[config.mk]
export PLATFORM = sky130hd
export DESIGN_NAME = axi_lite_regfile_slave
export DESIGN_NICKNAME = d
export VERILOG_FILES = /design/src/rtl/axi_regfile_pkg.sv /design/src/rtl/axi_regfile_addr_dec.sv /design/src/rtl/axi_lite_regfile_slave.sv
export SDC_FILE = /design/constraint.sdc
export NUM_CORES = 1
export LEC_CHECK = 0
export CAP_MARGIN = 25
export CORE_AREA = 3 3 473 475
export CTS_CLUSTER_SIZE = 16
export DETAILED_ROUTE_END_ITERATION = 12
export DIE_AREA = 0 0 476 478
export PLACE_DENSITY_LB_ADDON = 0.05
export SYNTH_ARGS = -nofsm -noshare
export SYNTH_HDL_FRONTEND = slang
export SYNTH_SLANG_ARGS = --single-unit
[constraint.sdc]
create_clock -name clk -period 5.95 [get_ports clk]
set_input_delay 0.8925 -clock clk [delete_from_list [all_inputs] [get_ports clk]]
set_output_delay 0.8925 -clock clk [all_outputs]
set_load 0.03 [all_outputs]
[src/rtl/axi_regfile_pkg.sv]
// Shared types and helpers for the AXI-Lite register file slave.
//   resp_t      : AXI response codes used on B and R
//   wr_state_t  : write channel FSM states
//   rd_state_t  : read channel FSM states
//   wr_req_t    : latched AW/W payload
//   strb_merge  : byte-lane merge of new data over an old word
package axi_regfile_pkg;

  localparam int DATA_W = 32;
  localparam int ADDR_W = 32;
  localparam int STRB_W = DATA_W / 8;

  typedef enum logic [1:0] {
    OKAY   = 2'b00,
    SLVERR = 2'b10
  } resp_t;

  typedef enum logic {W_COLLECT, W_RESP} wr_state_t;
  typedef enum logic {R_IDLE, R_RESP}    rd_state_t;

  typedef struct packed {
    logic [ADDR_W-1:0] addr;
    logic [DATA_W-1:0] data;
    logic [STRB_W-1:0] strb;
  } wr_req_t;

  function automatic logic [DATA_W-1:0] strb_merge(input logic [DATA_W-1:0] old_val,
                                                   input logic [DATA_W-1:0] new_val,
                                                   input logic [STRB_W-1:0] strb);
    logic [DATA_W-1:0] res;
    res = old_val;
    for (int k = 0; k < STRB_W; k++)
      if (strb[k]) res[8*k +: 8] = new_val[8*k +: 8];
    return res;
  endfunction

endpackage

[src/rtl/axi_regfile_addr_dec.sv]
// Byte address -> register index decoder.
//   addr : bus byte address (low two bits ignored)
//   idx  : register index, valid only when hit=1
//   hit  : address falls inside [BASE_ADDR, BASE_ADDR + 4*NUM_REGS)
module axi_regfile_addr_dec
  import axi_regfile_pkg::*;
#(
  parameter int                NUM_REGS  = 16,
  parameter logic [ADDR_W-1:0] BASE_ADDR = 32'h0000_0000,
  localparam int               IDX_W     = (NUM_REGS > 1) ? $clog2(NUM_REGS) : 1
) (
  input  logic [ADDR_W-1:0] addr,
  output logic [IDX_W-1:0]  idx,
  output logic              hit
);

  logic [ADDR_W-1:0] off;

  assign off = addr - BASE_ADDR;
  // The lower-bound test is needed because off wraps for addresses below base.
  assign hit = (addr >= BASE_ADDR) && (off < ADDR_W'(4 * NUM_REGS));
  assign idx = off[IDX_W+1:2];

endmodule

[src/rtl/axi_lite_regfile_slave.sv]
// AXI-Lite subordinate register file.
// NUM_REGS 32-bit registers at BASE_ADDR + 4*i, with independent write
// (AW/W/B) and read (AR/R) channels plus a hardware-side update port.
// Ports:
//   clk, rst_n          : clock, async active-low reset
//   aw_*/w_*/b_*        : AXI-Lite write address, data, response
//   ar_*/r_*            : AXI-Lite read address, data
//   regs_o              : register contents, reg i at [32*i +: 32]
//   wr_pulse_o          : one-cycle pulse per register on a bus write commit
//   hw_we_i, hw_data_i  : per-register hardware write (bus write wins on clash)
// Build option: define AXI_REGFILE_WSTRB_EN to honour w_strb byte lanes;
// otherwise every bus write replaces the whole word.
module axi_lite_regfile_slave
  import axi_regfile_pkg::*;
#(
  parameter int                NUM_REGS  = 16,
  parameter logic [ADDR_W-1:0] BASE_ADDR = 32'h0000_0000,
  parameter logic [DATA_W-1:0] RESET_VAL = 32'h0
) (
  input  logic                       clk,
  input  logic                       rst_n,
  input  logic                       aw_valid,
  output logic                       aw_ready,
  input  logic [ADDR_W-1:0]          aw_addr,
  input  logic                       w_valid,
  output logic                       w_ready,
  input  logic [DATA_W-1:0]          w_data,
  input  logic [STRB_W-1:0]          w_strb,
  output logic                       b_valid,
  input  logic                       b_ready,
  output logic [1:0]                 b_resp,
  input  logic                       ar_valid,
  output logic                       ar_ready,
  input  logic [ADDR_W-1:0]          ar_addr,
  output logic                       r_valid,
  input  logic                       r_ready,
  output logic [DATA_W-1:0]          r_data,
  output logic [1:0]                 r_resp,
  output logic [NUM_REGS*DATA_W-1:0] regs_o,
  output logic [NUM_REGS-1:0]        wr_pulse_o,
  input  logic [NUM_REGS-1:0]        hw_we_i,
  input  logic [NUM_REGS*DATA_W-1:0] hw_data_i
);

  localparam int IDX_W = (NUM_REGS > 1) ? $clog2(NUM_REGS) : 1;

  wr_state_t wr_state, wr_state_nxt;
  rd_state_t rd_state, rd_state_nxt;

  logic                             aw_have, w_have;
  wr_req_t                          wr_req;
  resp_t                            b_resp_q, r_resp_q;
  logic [DATA_W-1:0]                r_data_q;
  logic [NUM_REGS-1:0][DATA_W-1:0]  regs;
  logic [NUM_REGS-1:0][DATA_W-1:0]  hw_data;
  logic [NUM_REGS-1:0]              wr_pulse;

  logic [IDX_W-1:0]  wr_idx, rd_idx;
  logic              wr_hit, rd_hit;
  logic              aw_hs, w_hs, b_hs, ar_hs, r_hs, commit;
  logic [DATA_W-1:0] wr_val;

  assign hw_data    = hw_data_i;
  assign regs_o     = regs;
  assign wr_pulse_o = wr_pulse;
  assign b_resp     = b_resp_q;
  assign r_resp     = r_resp_q;
  assign r_data     = r_data_q;

  assign aw_hs  = aw_valid && aw_ready;
  assign w_hs   = w_valid && w_ready;
  assign b_hs   = b_valid && b_ready;
  assign ar_hs  = ar_valid && ar_ready;
  assign r_hs   = r_valid && r_ready;
  // Commit from the latched flags, so a same-cycle AW+W pair commits one edge later.
  assign commit = (wr_state == W_COLLECT) && aw_have && w_have;

  axi_regfile_addr_dec #(.NUM_REGS(NUM_REGS), .BASE_ADDR(BASE_ADDR)) u_aw_dec (
    .addr (wr_req.addr),
    .idx  (wr_idx),
    .hit  (wr_hit)
  );

  axi_regfile_addr_dec #(.NUM_REGS(NUM_REGS), .BASE_ADDR(BASE_ADDR)) u_ar_dec (
    .addr (ar_addr),
    .idx  (rd_idx),
    .hit  (rd_hit)
  );

`ifdef AXI_REGFILE_WSTRB_EN
  assign wr_val = strb_merge(regs[wr_idx], wr_req.data, wr_req.strb);
`else
  logic unused_strb;
  assign unused_strb = ^wr_req.strb;
  assign wr_val      = wr_req.data;
`endif

  // ---------------- state registers ----------------
  always_ff @(posedge clk or negedge rst_n) begin
    if (!rst_n) begin
      wr_state <= W_COLLECT;
      rd_state <= R_IDLE;
    end else begin
      wr_state <= wr_state_nxt;
      rd_state <= rd_state_nxt;
    end
  end

  // ---------------- next state ----------------
  always_comb begin
    wr_state_nxt = wr_state;
    unique case (wr_state)
      W_COLLECT: if (commit) wr_state_nxt = W_RESP;
      W_RESP:    if (b_hs)   wr_state_nxt = W_COLLECT;
      default:               wr_state_nxt = W_COLLECT;
    endcase
  end

  always_comb begin
    rd_state_nxt = rd_state;
    unique case (rd_state)
      R_IDLE:  if (ar_hs) rd_state_nxt = R_RESP;
      R_RESP:  if (r_hs)  rd_state_nxt = R_IDLE;
      default:            rd_state_nxt = R_IDLE;
    endcase
  end

  // ---------------- state outputs ----------------
  // Readies depend only on registered state, never on the incoming valids.
  always_comb begin
    aw_ready = (wr_state == W_COLLECT) && !aw_have;
    w_ready  = (wr_state == W_COLLECT) && !w_have;
    b_valid  = (wr_state == W_RESP);
    ar_ready = (rd_state == R_IDLE);
    r_valid  = (rd_state == R_RESP);
  end

  // ---------------- write capture / response ----------------
  always_ff @(posedge clk or negedge rst_n) begin
    if (!rst_n) begin
      aw_have  <= 1'b0;
      w_have   <= 1'b0;
      wr_req   <= '0;
      b_resp_q <= OKAY;
      wr_pulse <= '0;
    end else begin
      wr_pulse <= '0;
      if (commit) begin
        aw_have  <= 1'b0;
        w_have   <= 1'b0;
        b_resp_q <= wr_hit ? OKAY : SLVERR;
        if (wr_hit) wr_pulse[wr_idx] <= 1'b1;
      end else begin
        if (aw_hs) begin
          aw_have     <= 1'b1;
          wr_req.addr <= aw_addr;
        end
        if (w_hs) begin
          w_have      <= 1'b1;
          wr_req.data <= w_data;
          wr_req.strb <= w_strb;
        end
      end
    end
  end

  // ---------------- read response ----------------
  // Sampling regs here returns the pre-commit value on a same-edge write.
  always_ff @(posedge clk or negedge rst_n) begin
    if (!rst_n) begin
      r_data_q <= '0;
      r_resp_q <= OKAY;
    end else if (ar_hs) begin
      r_data_q <= rd_hit ? regs[rd_idx] : '0;
      r_resp_q <= rd_hit ? OKAY : SLVERR;
    end
  end

  // ---------------- register array ----------------
  always_ff @(posedge clk or negedge rst_n) begin
    if (!rst_n) begin
      for (int i = 0; i < NUM_REGS; i++) regs[i] <= RESET_VAL;
    end else begin
      for (int i = 0; i < NUM_REGS; i++) begin
        if (commit && wr_hit && (wr_idx == IDX_W'(i))) regs[i] <= wr_val;
        else if (hw_we_i[i])                           regs[i] <= hw_data[i];
      end
    end
  end

endmodule

Word level (Yosys, flattened, before mapping)
Index checks and enable logic that the tools add are counted.
- flip-flop bits (word level): 632
- latch bits: 0
- memory bits (writable): 0
- ROM bits: 0
- input port bits: 635
- output and inout port bits: 569
- word-level logic and storage cells: 154
- memories: 0
- add/sub/neg operators: 0
- multipliers: 0
- div/mod/pow operators: 0
- order comparisons: 7
- equal/unequal tests: 15
- shift operators: 0
- mux-type cells: 51
- bitwise operators: 3
- reduce and logical (&&, ||, !) cells: 52
- operators with widths (operator ; count):
    32-bit two-way mux ; 34
    32-bit binary-select mux with 4-bit select ; 1
    32-bit by 1-bit >= comparator with 1-bit output (second input constant) ; 2
    32-bit by 7-bit less-than comparator with 1-bit output (second input constant) ; 2
    2-bit nonzero test ; 18
    4-bit equality test (second input constant) ; 8
    16-bit two-way mux ; 2
    1-bit logical AND ; 29
    4-bit by 3-bit equality test with 1-bit output (second input constant) ; 4
    4-bit by 5-bit less-than comparator with 1-bit output (second input constant) ; 2
    1-bit two-way mux ; 9
    4-bit by 2-bit equality test with 1-bit output (second input constant) ; 2
    1-bit demux with 4-bit select ; 1
    4-bit by 1-bit equality test with 1-bit output (second input constant) ; 1
    4-bit by 1-bit >= comparator with 1-bit output (second input constant) ; 1
    4-bit logical NOT ; 1
    2-bit two-way mux ; 2
    1-bit one-hot mux with 2 select lines ; 2
    2-bit AND reduction ; 2
    1-bit NOT ; 3
    1-bit logical NOT ; 2

Depth between registers and ports, before layout
- depth after elaboration: 6
- mapped depth: 8
- mapped depth without buffers: 4

By module
Synthesis repeated with hierarchy kept, for this count alone.
- cell total of the unflattened synthesis: 2958
- area, all modules: 32008.2 um^2
- by module, submodules not included (module ; instances ; cells an instance ; area each (um^2) ; sequential area each (um^2)):
    axi_lite_regfile_slave ; 1 ; 2930 ; 31835.5 ; 15765.1
    axi_regfile_addr_dec ; 2 ; 14 ; 86.3 ; 0.0

Least setup slack after synthesis
No wires, ideal clock.
- path kind: in2reg
- start point: input ar_addr[2]
- end point: register r_data_q[14], in the netlist r_data[14]
- library setup time: 142 ps
- data arrival time: 2569 ps
- required time: 5808 ps
- slack: 3239 ps
- stages on the path: 8
- buffers on the path: 4
- cell sequence: clkbuf_1 buf_2 buf_1 buf_1 mux2i_1 nor2_1 nor3_1 a211oi_1
- word-level cells in the longest chain between the ends: 3
- elaborated cells between the ends (all ways): 6
- classes of those cells: order compare: 2; mux: 3; reduce/logical: 1
- RTL lines (item ; line ; RTL):
    from (decl) ; axi_lite_regfile_slave.sv:34 ; input logic [ADDR_W-1:0] ar_addr,
    32-bit by 1-bit >= comparator with 1-bit output, or another cell as far along ; axi_regfile_addr_dec.sv:21 ; assign hit = (addr >= BASE_ADDR) && (off < ADDR_W'(4 * NUM_REGS));
    1-bit logical AND / 32-bit two-way mux (equally long branches) ; axi_regfile_addr_dec.sv:21, axi_lite_regfile_slave.sv:174 ;
    32-bit two-way mux (*) ; axi_lite_regfile_slave.sv:174 ; r_data_q <= rd_hit ? regs[rd_idx] : '0;
    to (signal assigned) ; axi_lite_regfile_slave.sv:174 ;
    to (decl) ; axi_lite_regfile_slave.sv:53 ; logic [DATA_W-1:0] r_data_q;
Every way passes the cells marked *; elsewhere a longest branch is shown, timed or not. The select of a mux whose other input is x is not followed.
A chain may end at the register's enable or synchronous reset.

Worst setup path after layout
- start point: register, netlist name wr_req[52]
- end point: register regs, in the netlist regs_o[374]
- word-level cells in the longest chain between the ends: 5
- elaborated cells between the ends (all ways): 7
- classes of those cells: order compare: 2; mux: 1; reduce/logical: 4
- RTL lines (item ; line ; RTL):
    32-bit by 1-bit >= comparator with 1-bit output / 32-bit by 7-bit less-than comparator with 1-bit output (equally long branches) ; axi_regfile_addr_dec.sv:21 ;
    1-bit logical AND (*) ; axi_regfile_addr_dec.sv:21 ;
    1-bit logical AND (*) (2 in series) ; axi_lite_regfile_slave.sv:185 ; if (commit && wr_hit && (wr_idx == IDX_W'(i))) regs[i] <= wr_val;
    32-bit two-way mux / 2-bit nonzero test (equally long branches) ; - ;
    to (signal, indexed assignment) ; axi_lite_regfile_slave.sv:185 ;
    to (signal, indexed assignment) ; axi_lite_regfile_slave.sv:186 ; else if (hw_we_i[i]) regs[i] <= hw_data[i];
    to (decl) ; axi_lite_regfile_slave.sv:54 ; logic [NUM_REGS-1:0][DATA_W-1:0] regs;
Every way passes the cells marked *; elsewhere a longest branch is shown, timed or not.

==> results.ini <==
[routing]
vias=28100
via_per_inst=4.10
drtPass1Iterations=5
routed_wl_mm=250
ant_nets=0
post-route-drc-count=0
wl_per_cell_um=36.4
drt_iter0_markers=1312

[worst_setup_path]
critPathMaxStageDelay_ns=0.88
slowest_stage=and4_1
worstSetupEndpointType=register
crit_fanout=32
required_ns=6.52
worstPathArrival_ns=4.22
path_class=reg2reg
cpLargestDelayFamily=simple AND/OR/NAND/NOR gates
critPathBufInv=1
critical_path.cell_chain=nor4_1, and4_1, buf_4, nand3_4, mux2_1
critPathLaunchType=register

[grt]
grt_pass1_vias=30000
grt_overflow=0
grt_first_pass_wirelength_mm=322
met3_usage_pct=7.30
grt_max_degree=124
use_met2_pct=35.9
grt_use_met1_pct=26.5
grt_usage_pct=21.3
gr-max-usage-layer=met2
antenna_found_initial=110

[final_layout]
finalNetCount=4417
area_delta_synth_final_pct=55.8
fin_cells=6861
finish.instance_area_mm2=0.0532
drive_gt1_share_pct=32.9

[clock_network]
clk_pin_slew_ns=0.05
cts.sinks=628
ctsResizeCount=0
cts_hold_buf=0
insertion_delay_ns=0.75
cts_setup_buffers=0
htree_levels=3
tritoncts=done
cts_root_buf=clkbuf_16
numCtsBuffers=95
cts_buffer_depth=3

[synthesis]
synthCells=2656
ys_ff_latch=628
synth_top_flop_cell=dfrtp_1
synthesis.area_mm2=0.0341
yosysWarnings=0
yosys-top-cells-area=dfrtp_1, mux2_2, mux2i_1
ys_types=38
postSynthAreaPerCell_um2=12.8
synth_area_leader_cell=dfrtp_1
ys_async_sr_fraction_pct=100
ys_top_cells_by_count=mux2_2, dfrtp_1, mux2i_1
yosysMostFrequentCell=mux2_2
synth_top_area_share_pct=46.1
ys_seq_area_share_pct=46.1
synth_edf_count=0

[floorplanning]
core-area_mm2=0.220
die_w_um=476
start_util_pct=15.5
fp.dieH_um=478
num_rows=172
io-pin-count=1204
die-area_mm2=0.228

[hold_path]
hp-class=in2async

[timing]
fin_crit_sh_pct=61.3
setup_viol=0
final_max_slew_viol_count=0
rsz0062_at_grt=false
worst_pin_slew_ns=1.08
skew_ns=0.0563
fin_setup_tns_ns=0
slew_headroom_pct=28.1
hold_viol=0
period_needed_ns=3.65
fmax_mhz=274

[run_status]
outcome=completed

[pwr]
combPwrFrac_pct=30.0
pwr-share-clk_pct=35.5
switchingPower_mw=6.36
power.share.switching_pct=37.6
ir_drop_mv=0.264
p_seq_share_pct=34.5
power.density_mw_per_mm2=318
p_int_mw=10.6
p_leak_nw=20.8

[placed_design]
port_buffers=1193
gp_congestion=0.795
dp_cells=6642
place_area_mm2=0.0498
post-dp-hpwl_mm=191

[run]
cap_violations=0

cell type report:
| type | instances | area (um^2) |
|---|---|---|
| well taps | 2958 | 3700 |
| clock buffers | 154 | 2920 |
| clock inverters | 23 | 325 |
| fillers | 23400 | 167000 |
| flip-flops and latches | 628 | 15700 |
| multi-input cells | 1758 | 17600 |
| inverters | 34 | 128 |
| repair buffers | 1265 | 12700 |
| diodes | 41 | 103 |
path summary, 6_finish.rpt:
kind / startpoint / endpoint / slack [ns] / cells after the start
setup reg to reg: wr_req[52] / regs_o[374] / 2.30 / 5
max in group asynchronous: rst_n / r_data[25] / 4.32 / 2
min in group clk: wr_req[48] / wr_req[48] / 0.51 / 1
hold reg to reg: wr_req[48] / wr_req[48] / 0.51 / 1
hold / removal: rst_n / regs_o[136] / 0.20 / 1
setup / recovery: wr_req[52] / regs_o[374] / 2.30 / 5
flip-flops by register name, indices dropped and copies added (netlist names):
signal / cells
b_resp: 1
wr_val: 32
wr_pulse_o: 16
wr_req: 30
aw_have: 1
r_data: 32
r_resp: 1
b_valid: 1
w_have: 1
regs_o: 512
r_valid: 1
routing by layer:
metal / part of all wire (%) / routed length (um) / vias to the layer above
met5: 0.15 / 384 / -
li1: - / - / 12200
met1: 42 / 106000 / 14500
met4: 1.6 / 4040 / 58
met3: 8.4 / 20900 / 284
met2: 48 / 119000 / 1083
layout by cell type, fill, tap and decap left out, types with 4 or more instances in the layout:
cell | synthesis | layout
clkdlybuf4s50_1 | 0 | 1174
mux2_2 | 1005 | 1005
dfrtp_1 | 628 | 628
mux2i_1 | 224 | 224
mux2_1 | 113 | 113
clkbuf_16 | 0 | 97
nor2_1 | 84 | 84
nor3_1 | 68 | 68
o22ai_1 | 64 | 64
buf_4 | 2 | 61
diode_2 | 0 | 41
inv_1 | 34 | 34
nand2_1 | 34 | 33
o221ai_1 | 32 | 32
a221o_1 | 32 | 32
a211oi_1 | 32 | 32
clkbuf_1 | 165 | 29
clkbuf_8 | 0 | 28
nand3_4 | 0 | 12
clkinv_2 | 0 | 11
buf_12 | 0 | 11
nor4_1 | 10 | 10
buf_2 | 17 | 9
buf_16 | 0 | 8
nand4_1 | 6 | 6
and3_1 | 5 | 5
nor4_4 | 4 | 4
bufinv_16 | 0 | 4
metrics by stage:
step	util [%]	hold WS (ns)	power [mW]	setup slack, ns
final	24.2	0.197	16.9	2.30
after global routing	24.2	0.176	17.7	2.05
after CTS	24.1	0.144	17.3	2.24
after detailed placement	22.7	0.488	11.1	2.23
after global placement	22.6	0.485	10.9	2.24
after floorplan	-	0.477	7.75	3.24
cells by family (layout without fill, tap and decap cells):
kind of cell           Yosys count  count (layout)  share of synthesized area (%)
buffers and inverters          271            1476                           3.07
DFF                            628             628                           46.1
and+or+nand+nor                248             248                           3.65
other                            1              43                         0.0110
AOI/OAI and AO/OA              166             166                           3.75
muxes                         1342            1342                           43.5
worst register-to-register path, stage by stage, from the launching register on:
cell and delay (ns):
dfrtp_1 0.37, nor4_1 0.42, and4_1 0.88, buf_4 0.38
nand3_4 0.78, mux2_1 0.65
power groups by stage:
| stage | Sequential, mW | Clock, mW | Combinational (mW) |
|---|---|---|---|
| after global placement | 6.16 | 0 | 4.77 |
| after global routing | 5.96 | 6.41 | 5.37 |
| after CTS | 5.90 | 6.29 | 5.16 |
| final | 5.84 | 6.01 | 5.08 |
| after floorplan | 6.05 | 0 | 1.70 |
| after detailed placement | 5.97 | 0 | 5.14 |
(Power assumes the default switching activity.)
==> RTL change (same flow settings) <==
The option `AXI_REGFILE_WSTRB_EN` is turned on by a define.
--- a/src/rtl/axi_lite_regfile_slave.sv
+++ b/src/rtl/axi_lite_regfile_slave.sv
@@ -10,6 +10,8 @@
 //   hw_we_i, hw_data_i  : per-register hardware write (bus write wins on clash)
 // Build option: define AXI_REGFILE_WSTRB_EN to honour w_strb byte lanes;
 // otherwise every bus write replaces the whole word.
+`define AXI_REGFILE_WSTRB_EN
+
 module axi_lite_regfile_slave
   import axi_regfile_pkg::*;
 #(
Function: not settled (the Yosys comparison gave no result); the edit may change what the design does.
==> RTL change against the unedited design <==
Count of clock-buffer cells in the layout fell by 13; setup slack got worse by 0.28 ns; utilization rose by 1.2 points; largest cell class unchanged; total power rose by 25%; wire length rose by 8.5%; area after synthesis rose by 10%; sequential cell count rose by 4; cell area rose by 4.8%.
==> RTL change: results <==
set metrics [dict create \
    use_met1_pct 31.9 \
    drive_gt1_share_pct 20.8 \
    slowest_stage "dfrtp_4" \
    critPathTopFamily "compound AO/OA/AOI/OAI gates" \
    place_hpwl_um 207000 \
    fillCellCount 23474 \
    wl_um 271000 \
    wl_met1_um 123000 \
    grt_pass1_wl_um 355000 \
    initialDrtViolationCount 2657 \
    port_buffers 1197 \
    route.vias.total 34711 \
    wl_met3_um 20000 \
    pre_cts_ws_ns 2.07 \
    fin_nets 5120 \
    grt_max_degree 109 \
    crit_path_start "wr_req[38]" \
    p_int_mw 11.6 \
    wl_per_cell_um 35.8 \
    arrival_ns 4.49 \
    pg_comb_mw 9.47 \
    dr.pass1.iters 8 \
    met2_length_um 122000 \
    period_minus_slack_ns 3.92 \
    slew_headroom_pct 26.0 \
    status "complete, no violations" \
    timing.rr.end "regs_o[238]" \
    ys_seq_area_share_pct 42.1 \
    cts_made_buffers 96 \
    leakage_nw 21.5 \
    r2r_setup_slack_ns 2.03 \
    clock_power_share_pct 28.0 \
    synth_top_cells_by_area "dfrtp_1, mux2_2, mux4_2" \
    vdd_drop_max_mv 0.249 \
    ys_types 51 \
    dp.cells 7345 \
    cp_max_fo 50 \
    critPathMaxStageDelay_ns 0.94 \
    gp_routability_congestion 0.806 \
    grt_use_met3_pct 5.92 \
    area_delta_synth_final_pct 48.5 \
    total_power_mw 21.2 \
    synth_top_cells_by_count "dfrtp_1, a21oi_1, mux2_2, nor2b_1, nor2_1" \
]
## RTL change: changes by cell type after synthesis, sizes merged, moves of 33 or more
| cell | change |
|---|---|
| mux2 | -668 |
| a21oi | +545 |
| nor2b | +282 |
| a211oi | +224 |
| nor2 | +197 |
| mux4 | +128 |
| mux2i | -96 |
| clkbuf | +82 |
| nor3 | -67 |
| a22o | +64 |
| a22oi | +64 |
| o22ai | -64 |
| nand2 | +33 |
## RTL change: kinds of logic (layout without fill, tap and decap cells)
family / after synthesis / after routing / synth area share (%)
DFF: 632 / 632 / 42.1
buffers and inverters: 354 / 1463 / 4.34
AOI/OAI and AO/OA: 1062 / 1062 / 18.8
muxes: 706 / 706 / 24.6
and+or+nand+nor: 697 / 697 / 10.2
other: 1 / 43 / 0.00999
## RTL change: final cells by class
cell class,count,area share (%)
clock buffer,141,4.94
multi-input combinational,2467,36.2
inverter,3,0.0202
clock inverter,34,0.692
timing repair buffer,1285,23.0
sequential,632,28.4
tap,2958,6.64
antenna,41,0.184
